[src/rtl/seg7_pair_decoder_pkg.sv]
// Shared constants for the two-digit 7-segment readback path.
// Segment patterns are active-low with bit0=a .. bit6=g.
package seg7_pair_decoder_pkg;

    localparam int SEG_W   = 7;
    localparam int PAIR_W  = 2 * SEG_W;
    localparam int DIGIT_W = 4;
    localparam int SUM_W   = 5;
    localparam int CNT_W   = 8;

    localparam logic [SEG_W-1:0] SEG_0     = 7'h40;
    localparam logic [SEG_W-1:0] SEG_1     = 7'h79;
    localparam logic [SEG_W-1:0] SEG_2     = 7'h24;
    localparam logic [SEG_W-1:0] SEG_3     = 7'h30;
    localparam logic [SEG_W-1:0] SEG_4     = 7'h19;
    localparam logic [SEG_W-1:0] SEG_5     = 7'h12;
    localparam logic [SEG_W-1:0] SEG_6     = 7'h02;
    localparam logic [SEG_W-1:0] SEG_7     = 7'h78;
    localparam logic [SEG_W-1:0] SEG_8     = 7'h00;
    localparam logic [SEG_W-1:0] SEG_9     = 7'h18;
    localparam logic [SEG_W-1:0] SEG_BLANK = 7'h7F;

    typedef enum logic [1:0] {
        SETTLE = 2'd0,
        LOCK   = 2'd1,
        LOCKED = 2'd2
    } state_e;

endpackage

[src/rtl/seg7_digit_lookup.sv]
// Combinational 7-segment pattern to binary digit lookup with a legal flag.
// ALLOW_BLANK lets an all-off digit read as zero (leading-blank tens digit).
module seg7_digit_lookup
    import seg7_pair_decoder_pkg::*;
#(
    parameter bit ALLOW_BLANK = 1'b0
) (
    input  logic [SEG_W-1:0]   seg,
    output logic [DIGIT_W-1:0] digit,
    output logic               legal
);

    // Pattern table; anything not listed is an illegal digit.
    always_comb begin
        digit = 4'd0;
        legal = 1'b1;
        case (seg)
            SEG_0:     digit = 4'd0;
            SEG_1:     digit = 4'd1;
            SEG_2:     digit = 4'd2;
            SEG_3:     digit = 4'd3;
            SEG_4:     digit = 4'd4;
            SEG_5:     digit = 4'd5;
            SEG_6:     digit = 4'd6;
            SEG_7:     digit = 4'd7;
            SEG_8:     digit = 4'd8;
            SEG_9:     digit = 4'd9;
            SEG_BLANK: legal = ALLOW_BLANK;
            default:   legal = 1'b0;
        endcase
    end

endmodule

[src/rtl/seg7_pair_decoder.sv]
// Two-digit active-low 7-segment receiver: glitch filter on the pattern pair,
// decode of a stable pair to a 4-bit value, registered status outputs.
module seg7_pair_decoder
    import seg7_pair_decoder_pkg::*;
#(
    parameter int STABLE_CYCLES = 4,
    parameter int MAX_VALUE     = 15
) (
    input  logic               clk,
    input  logic               rst_n,
    input  logic               sample_en,
    input  logic [SEG_W-1:0]   seg_ones,
    input  logic [SEG_W-1:0]   seg_tens,
    output logic [DIGIT_W-1:0] value,
    output logic               value_valid,
    output logic               update,
    output logic               pattern_err
);

    localparam logic [CNT_W-1:0] STABLE_CNT = CNT_W'(STABLE_CYCLES);
    localparam logic [SUM_W-1:0] MAX_SUM    = SUM_W'(MAX_VALUE);

    logic [PAIR_W-1:0]  in_pair_s;
    logic [PAIR_W-1:0]  pair_q, pair_d;
    logic [CNT_W-1:0]   cnt_q, cnt_d;
    state_e             state_q, state_d;

    logic [DIGIT_W-1:0] value_q, value_d;
    logic               value_valid_q, value_valid_d;
    logic               update_q, update_d;
    logic               pattern_err_q, pattern_err_d;

    logic [DIGIT_W-1:0] ones_digit_s, tens_digit_s;
    logic               ones_legal_s, tens_legal_s;
    logic [SUM_W-1:0]   tens_val_s, sum_s;
    logic               pair_legal_s;

    assign in_pair_s = {seg_tens, seg_ones};

    seg7_digit_lookup #(.ALLOW_BLANK(1'b0)) u_ones (
        .seg   (pair_q[SEG_W-1:0]),
        .digit (ones_digit_s),
        .legal (ones_legal_s)
    );

    seg7_digit_lookup #(.ALLOW_BLANK(1'b1)) u_tens (
        .seg   (pair_q[PAIR_W-1:SEG_W]),
        .digit (tens_digit_s),
        .legal (tens_legal_s)
    );

    // Decode of the stored pair: tens digit may only be blank, 0 or 1.
    always_comb begin
        tens_val_s   = 5'd0;
        pair_legal_s = 1'b0;
        if (tens_digit_s == 4'd1) begin
            tens_val_s = 5'd10;
        end else begin
            tens_val_s = 5'd0;
        end
        sum_s = tens_val_s + {1'b0, ones_digit_s};
        if (ones_legal_s && tens_legal_s && (tens_digit_s <= 4'd1) && (sum_s <= MAX_SUM)) begin
            pair_legal_s = 1'b1;
        end else begin
            pair_legal_s = 1'b0;
        end
    end

    // Glitch filter: a change restarts the count, equal samples count up to the threshold.
    always_comb begin
        pair_d  = pair_q;
        cnt_d   = cnt_q;
        state_d = state_q;
        if (sample_en) begin
            if (in_pair_s != pair_q) begin
                pair_d = in_pair_s;
                cnt_d  = 8'd1;
                if (cnt_d >= STABLE_CNT) begin
                    state_d = LOCK;
                end else begin
                    state_d = SETTLE;
                end
            end else begin
                if (cnt_q < STABLE_CNT) begin
                    cnt_d = cnt_q + 8'd1;
                end else begin
                    cnt_d = cnt_q;
                end
                case (state_q)
                    SETTLE: begin
                        if (cnt_d == STABLE_CNT) begin
                            state_d = LOCK;
                        end else begin
                            state_d = SETTLE;
                        end
                    end
                    LOCK:    state_d = LOCKED;
                    LOCKED:  state_d = LOCKED;
                    default: state_d = SETTLE;
                endcase
            end
        end else begin
            pair_d  = pair_q;
            cnt_d   = cnt_q;
            state_d = state_q;
        end
    end

    // Commit while in LOCK; repeating it (sample_en low) is idempotent.
    always_comb begin
        value_d       = value_q;
        value_valid_d = value_valid_q;
        pattern_err_d = pattern_err_q;
        update_d      = 1'b0;
        if (state_q == LOCK) begin
            if (pair_legal_s) begin
                value_d       = sum_s[DIGIT_W-1:0];
                value_valid_d = 1'b1;
                pattern_err_d = 1'b0;
                update_d      = (sum_s[DIGIT_W-1:0] != value_q) || !value_valid_q;
            end else begin
                value_valid_d = 1'b0;
                pattern_err_d = 1'b1;
                update_d      = 1'b0;
            end
        end else begin
            update_d = 1'b0;
        end
    end

    // State and output registers.
    always_ff @(posedge clk or negedge rst_n) begin
        if (!rst_n) begin
            pair_q        <= {SEG_BLANK, SEG_BLANK};
            cnt_q         <= 8'd0;
            state_q       <= SETTLE;
            value_q       <= 4'd0;
            value_valid_q <= 1'b0;
            update_q      <= 1'b0;
            pattern_err_q <= 1'b0;
        end else begin
            pair_q        <= pair_d;
            cnt_q         <= cnt_d;
            state_q       <= state_d;
            value_q       <= value_d;
            value_valid_q <= value_valid_d;
            update_q      <= update_d;
            pattern_err_q <= pattern_err_d;
        end
    end

    assign value       = value_q;
    assign value_valid = value_valid_q;
    assign update      = update_q;
    assign pattern_err = pattern_err_q;

endmodule

[config.mk]
export PLATFORM = sky130hd
export DESIGN_NAME = seg7_pair_decoder
export DESIGN_NICKNAME = d
export VERILOG_FILES = /design/src/rtl/seg7_pair_decoder_pkg.sv /design/src/rtl/seg7_digit_lookup.sv /design/src/rtl/seg7_pair_decoder.sv
export SDC_FILE = /design/constraint.sdc
export NUM_CORES = 1
export LEC_CHECK = 0
export BUFFER_PORTS_ARGS = -buffer_cell sky130_fd_sc_hd__buf_2
export CORE_MARGIN = 2
export CORE_UTILIZATION = 60
export DETAILED_ROUTE_END_ITERATION = 8
export PLACE_DENSITY = 0.91
export SETUP_SLACK_MARGIN = 0.3
export SLEW_MARGIN = 10
export SYNTH_ARGS = -nofsm -noshare
export SYNTH_HDL_FRONTEND = slang
export SYNTH_SLANG_ARGS = --single-unit
[constraint.sdc]
create_clock -name clk -period 5 [get_ports clk]
set_input_delay 1 -clock clk [delete_from_list [all_inputs] [get_ports clk]]
set_output_delay 1 -clock clk [all_outputs]
set_load 0.02 [all_outputs]
==> impl_metrics.tcl, run 1 <==
set metrics [dict create \
    routed-wl-met3_um 120 \
    gp_congestion 0.8301 \
    m1WireLength_mm 1.508 \
    cp.required_ns 5.28 \
    hp-start "cnt_q[7]$_DFFE_PN0P_" \
    total_power_w 0.0005806 \
    io_buffers 23 \
    clock_tree_sinks 31 \
    worstSkewPairLatency_ns 0.35 \
    timing.max_slew.rel_slack 0.5431 \
    worst_slew_pin_slew_ns 0.6836 \
    grt_antenna_before_repair 0 \
    cts_resized 0 \
    slew_violations 0 \
    synthDominantAreaCellType "sky130_fd_sc_hd__dfrtp_1" \
    hpwl_mm 2.641 \
    ff_latch_area_um2 793.3 \
    cts_post_setup_buffers_inserted 0 \
    wl_met2_mm 1.800 \
    drt-wirelength-per-cell_um 15.76 \
    power.leakage_nw 0.9348 \
    whs_path_depth 1 \
    clockRootBuffer "sky130_fd_sc_hd__clkbuf_4" \
    drt.antenna.violating_nets 0 \
    timing.fmax_mhz 385.6 \
    final_core_utilization 0.6758 \
    r2r-end "value[0]$_DFFE_PN0P_" \
    cp-start-kind "input port" \
    flow.area_growth_from_synthesis_pct 9.299 \
    setup.reg_to_reg.worst_slack_ns 2.47 \
    synthTopCellsByArea "sky130_fd_sc_hd__dfrtp_1 23%, sky130_fd_sc_hd__dfstp_2 20%, sky130_fd_sc_hd__mux2_2 9.7%" \
    post_synth_num_cell_types 44 \
    grt_pass1_vias 1383 \
    endpoint_kind "register" \
    synth_largest_type_area_fraction 0.2291 \
    multi_input_comb_area_um2 978.4 \
    rsz0062_at_grt "false" \
    p_per_area_nw_per_um2 286.1 \
    floorplan.die_area_um2 3556 \
    clock_tree_from_tritoncts "built" \
    cts-buffers-inserted 5 \
    ys_ff_latch 31 \
    grt_overflow 0 \
    postCtsHoldBufs 0 \
    syn-num-nets 194 \
    synth.yosys.warnings 0 \
    initial_core_util 0.6183 \
    dr_total_vias 1332 \
    synth-async-reset-ratio 1.000 \
    count_of_filler_cells_inserted_in_the_layout 221 \
    synth_flop_cell "sky130_fd_sc_hd__dfrtp_1" \
    fraction_of_the_yosys_area_taken_by_sequential_cells 0.4272 \
    route.top_layer_used "met4" \
    timing_worst_setup_path_type "input port to register" \
    count_of_tritonroute_iterations_in_the_first_routing_pass 4 \
    final_min_period_over_clock_period 0.5186 \
    synth_edf_count 0 \
    die_x_um 59.63 \
    design.final.nets 214 \
    whs_endpoint "cnt_q[7]$_DFFE_PN0P_" \
    maxCapViolCount 0 \
    mostFrequentLayoutCells "23 x sky130_fd_sc_hd__buf_2, 18 x sky130_fd_sc_hd__xor2_1, 17 x sky130_fd_sc_hd__dfrtp_1, 16 x sky130_fd_sc_hd__mux2_2, 14 x sky130_fd_sc_hd__dfstp_2" \
    reg2reg_from "pair_q[5]$_DFFE_PN1P_" \
    routed_wl_mm 3.547 \
    hold_viol 0 \
    aggregate_global_route_resource_usage 0.2360 \
    cts_h_tree_lvls 2 \
    drive_gt1_frac 0.3438 \
    fin_setup_tns_ns 0 \
    post_synth.cell_area_avg_um2 10.86 \
    core-area_um2 3003 \
    maximum_number_of_pins_on_one_net_before_global_route_repair 32 \
    layout.cells.most_common "sky130_fd_sc_hd__buf_2" \
    grt_pass1_wl_mm 6.072 \
    floorplan.die.height_um 59.63 \
    rows 20 \
    timing.critical_path.arrival_ns 2.88 \
    antenna_cells 0 \
    number_of_setup_violations_in_the_final_report 0 \
    post_synth_instance_area_um2 1857 \
    drt_first_iter_violations 94 \
    clock-skew-final_ns 0.009098 \
    pin_count 24 \
    critPathMaxFanout 20 \
    min-delay-path-class "register to register" \
    finalCriticalPeriod_ns 2.593 \
    cts.path.max_buffers 2 \
    worst-r2r-cell-count 7 \
    synth_cells 171 \
    outcome "complete, no violations" \
    avgViaCountPerCell 5.920 \
    worst_ir_drop_vdd_uv 162.5 \
    route.detailed.drc 0 \
    clkSlewWorstSetupHoldPaths_ns 0.10 \
]
[stage by stage]
stage,hold WS (ns),worst slack (ns),instances,instance area (um^2)
4_1_cts,0.4975,2.392,225,2029
3_3_place_gp,0.4691,2.074,217,1943
5_1_grt,0.5198,2.216,225,2029
6_report,0.4972,2.407,225,2029
2_1_floorplan,0.4543,2.715,171,1857
3_5_place_dp,0.4718,2.017,217,1943
[synth_stat cells (4+ instances only)]
cell                       n
sky130_fd_sc_hd__and2_1    6
sky130_fd_sc_hd__buf_2     5
sky130_fd_sc_hd__dfrtp_1  17
sky130_fd_sc_hd__dfstp_2  14
sky130_fd_sc_hd__ha_1      6
sky130_fd_sc_hd__inv_1     4
sky130_fd_sc_hd__mux2_2   16
sky130_fd_sc_hd__nand2_1   8
sky130_fd_sc_hd__nor2_1   10
sky130_fd_sc_hd__nor4_1    7
sky130_fd_sc_hd__o21ai_0   6
sky130_fd_sc_hd__xor2_1   18
[routing by layer]
metal,up-vias,track usage
met3,14,0.06987
met5,-,0
li1,653,-
met2,26,0.3830
met1,639,0.2735
met4,0,0.1429
[power by group]
part	internal, W	switching (W)
Combinational	0.0000373	0.0000349
Clock	0.000118	0.0000917
Sequential	0.000273	0.0000260
Total	0.000428	0.000153
[worst max-delay path by stage]
| stage | endpoint | startpoint |
|---|---|---|
| global route | pair_q[8]$_DFFE_PN1P_ | seg_ones[1] |
| CTS | pair_q[8]$_DFFE_PN1P_ | seg_ones[1] |
| floorplan | value[1]$_DFFE_PN0P_ | pair_q[4]$_DFFE_PN1P_ |
| global placement | pair_q[4]$_DFFE_PN1P_ | seg_tens[3] |
| finish | pair_q[8]$_DFFE_PN1P_ | seg_ones[1] |
| detailed placement | pair_q[8]$_DFFE_PN1P_ | seg_ones[1] |
[critical path, stage by stage]
cell and delay [ns]:
sky130_fd_sc_hd__buf_2 0.11, sky130_fd_sc_hd__xor2_1 0.14, sky130_fd_sc_hd__nor4_1 0.34, sky130_fd_sc_hd__nand4_1 0.27, sky130_fd_sc_hd__nand2_1 0.60, sky130_fd_sc_hd__mux2_2 0.42
[layout make-up]
cell class,count,share of cell area
clock buffer,6,0.02528
clock inverter,2,0.01726
inverter,4,0.007398
multi-input combinational,126,0.4821
sequential,31,0.3909
tap,33,0.02035
timing repair buffer,23,0.05672
[cells by family after synthesis]
logic type	after synthesis	share of synthesized area
XOR/XNOR	20	0.09434
AO/OA/AOI/OAI	22	0.08356
flip-flops	31	0.4272
adder cells (fa/ha/maj)	6	0.04043
buffers and inverters	14	0.04582
AND/OR/NAND/NOR	59	0.1900
multiplexers	19	0.1186
[flip-flops by register name, summed over array words and instances, names as in the netlist]
signal / cells
cnt_q: 8
update: 1
pair_q: 14
state_q: 2
value_valid: 1
pattern_err: 1
value: 4
No activity file was read; power rests on OpenSTA's default activity.
==> run 2, diff against run 1 <==
--- a/config.mk
+++ b/config.mk
@@ -7,9 +7,9 @@
 export LEC_CHECK = 0
 export BUFFER_PORTS_ARGS = -buffer_cell sky130_fd_sc_hd__buf_2
 export CORE_MARGIN = 2
-export CORE_UTILIZATION = 60
+export CORE_UTILIZATION = 57
 export DETAILED_ROUTE_END_ITERATION = 8
-export PLACE_DENSITY = 0.91
+export PLACE_DENSITY = 0.88
 export SETUP_SLACK_MARGIN = 0.3
 export SLEW_MARGIN = 10
 export SYNTH_ARGS = -nofsm -noshare
==> constraint.sdc (replaced) <==
create_clock -name clk -period 2.51 [get_ports clk]
set_input_delay 0.502 -clock clk [delete_from_list [all_inputs] [get_ports clk]]
set_output_delay 0.502 -clock clk [all_outputs]
set_load 0.02 [all_outputs]
==> run 2 against run 1 <==
Compared with the run above: global-route usage up 5.5 points; core utilization up 9.8 points; total power up 110%; die area up 4.9%; non-clock buffer count up 29; clock skew up 0.010 ns; first-iteration DRC count up 22%; largest power group unchanged.
==> impl_metrics.tcl, run 2 (same netlist as run 1, synthesis figures left out) <==
set metrics [dict create \
    p_comb_frac 0.202 \
    core-area_um2 3078 \
    die_x_um 61.08 \
    routed_wl_mm 5.175 \
    clockRootBuffer "sky130_fd_sc_hd__clkbuf_4" \
    initial_core_util 0.6033 \
    worst_ir_drop_vdd_uv 436.1 \
    reg2reg_from "pair_q[5]$_DFFE_PN1P_" \
    endpoint_kind "register" \
    worst_slew_pin_slew_ns 0.6735 \
    setup.reg_to_reg.worst_slack_ns 0.02 \
    aggregate_global_route_resource_usage 0.2908 \
    postCtsHoldBufs 0 \
    worstSkewPairLatency_ns 0.36 \
    drt.antenna.violating_nets 0 \
    design.final.nets 243 \
    grt_overflow 0 \
    maxCapViolCount 0 \
    final_min_period_over_clock_period 0.9902 \
    grt_pass1_wl_mm 7.596 \
    layout.cells.most_common "sky130_fd_sc_hd__buf_4" \
    cts_h_tree_lvls 2 \
    maximum_number_of_pins_on_one_net_before_global_route_repair 32 \
    gp_congestion 0.7835 \
    grt_pass1_vias 1610 \
    number_of_setup_violations_in_the_final_report 0 \
    antenna_cells 0 \
    avgViaCountPerCell 6.083 \
    drive_gt1_frac 0.4932 \
    cp-start-kind "register" \
    slew_violations 0 \
    dpl_cell_area_um2 1988 \
    p_per_area_nw_per_um2 518.4 \
    drt_first_iter_violations 115 \
    cts-buffers-inserted 5 \
    cell_internal_pwr_w 0.0008856 \
    outcome "complete, no violations" \
    cts.path.max_buffers 2 \
    clock-skew-final_ns 0.01916 \
    rows 20 \
    finalCriticalPeriod_ns 2.485 \
    total_power_w 0.001234 \
    sequentialPowerShare 0.478 \
    final_core_utilization 0.7736 \
    clock_tree_sinks 31 \
    power_switching_w 0.0003487 \
    cp.required_ns 2.77 \
    regMostFlops "pair_q" \
    hpwl_mm 2.679 \
    mostFrequentLayoutCells "27 x sky130_fd_sc_hd__buf_4, 23 x sky130_fd_sc_hd__buf_2, 17 x sky130_fd_sc_hd__dfrtp_1, 16 x sky130_fd_sc_hd__xor2_1" \
    switching_share 0.2825 \
    timing.max_slew.rel_slack 0.5510 \
    power.leakage_nw 1.089 \
    dr_total_vias 1612 \
    grt_antenna_before_repair 0 \
    rsz0062_at_grt "true" \
    drt-wirelength-per-cell_um 19.53 \
    critPathMaxFanout 6 \
    worstSetupStartpoint "pair_q[5]$_DFFE_PN1P_" \
    pin_count 24 \
    route.detailed.drc 0 \
    timing_worst_setup_path_type "register to register" \
    floorplan.die.height_um 61.08 \
    floorplan.die_area_um2 3730 \
    timing.fmax_mhz 402.4 \
    clkSlewWorstSetupHoldPaths_ns 0.11 \
    timing.critical_path.arrival_ns 2.74 \
    clock_tree_from_tritoncts "built" \
    hold_viol 0 \
    postLayoutCellArea_um2 2381 \
    largest_reg_flops 14 \
    flow.area_growth_from_synthesis_pct 28.23 \
    min-delay-path-class "input port to asynchronous set/reset pin" \
    io_buffers 23 \
    pwr-share-clk 0.320 \
    count_of_tritonroute_iterations_in_the_first_routing_pass 4 \
]
## run 2: per-stage QoR
| stage | setup TNS [ns] | std cells | setup slack, ns | hold slack, ns |
|---|---|---|---|---|
| detailed placement | 0 | 231 | 0.06999 | 0.4727 |
| CTS | 0 | 255 | 0.1237 | 0.1874 |
| global route | -0.1954 | 265 | -0.09484 | 0.2037 |
| floorplan | 0 | 171 | 0.2745 | 0.2064 |
| finish | 0 | 265 | 0.02465 | 0.1664 |
| global placement | 0 | 231 | 0.1670 | 0.4699 |
## run 2: worst paths after layout
check	endpoint	depth (start not counted)
setup reg to reg	update$_DFF_PN0_	8
max in group asynchronous	cnt_q[5]$_DFFE_PN0P_	1
min in group clk	pair_q[8]$_DFFE_PN1P_	2
hold reg to reg	cnt_q[6]$_DFFE_PN0P_	1
setup / recovery	update$_DFF_PN0_	8
hold / removal	update$_DFF_PN0_	1
## run 2: power groups by stage
stage	clock network [W]	logic (W)	registers, W
finish	0.000395	0.000249	0.000590
global route	0.000426	0.000265	0.000593
detailed placement	0	0.000153	0.000601
global placement	0	0.000148	0.000596
floorplan	0	0.000135	0.000571
CTS	0.000399	0.000208	0.000589
## run 2: cell type report
cell class / instances / area, um^2
flip-flops and latches: 31 / 793.3
clock buffers: 7 / 45.04
multi-input cells: 126 / 1099
inverters: 4 / 15.01
clock inverters: 1 / 30.03
well taps: 44 / 55.05
repair buffers: 52 / 344.1
fillers: 191 / 696.9
## run 2: timing repair
item	4_1_cts	5_1_grt
setup buffers	16	10
hold endpoints to repair	0	0
pin swaps	11	7
setup endpoints to repair	7	22
resized for setup	14	8
## run 2: worst max-delay path: stages (launching register included)
cell and delay [ns]:
sky130_fd_sc_hd__dfstp_2 0.42, sky130_fd_sc_hd__or3_1 0.43, sky130_fd_sc_hd__nor4_2 0.34, sky130_fd_sc_hd__ha_1 0.32
sky130_fd_sc_hd__buf_4 0.14, sky130_fd_sc_hd__buf_4 0.13, sky130_fd_sc_hd__xor2_2 0.19, sky130_fd_sc_hd__xor2_1 0.16
sky130_fd_sc_hd__o31a_1 0.28
## run 2: per-layer routing
layer | wire length, um | share of wire | track usage
met1 | 1907 | 0.37 | 0.3243
met5 | 0 | 0 | 0
met2 | 2572 | 0.50 | 0.4894
met4 | 297 | 0.057 | 0.1894
met3 | 398 | 0.077 | 0.07563
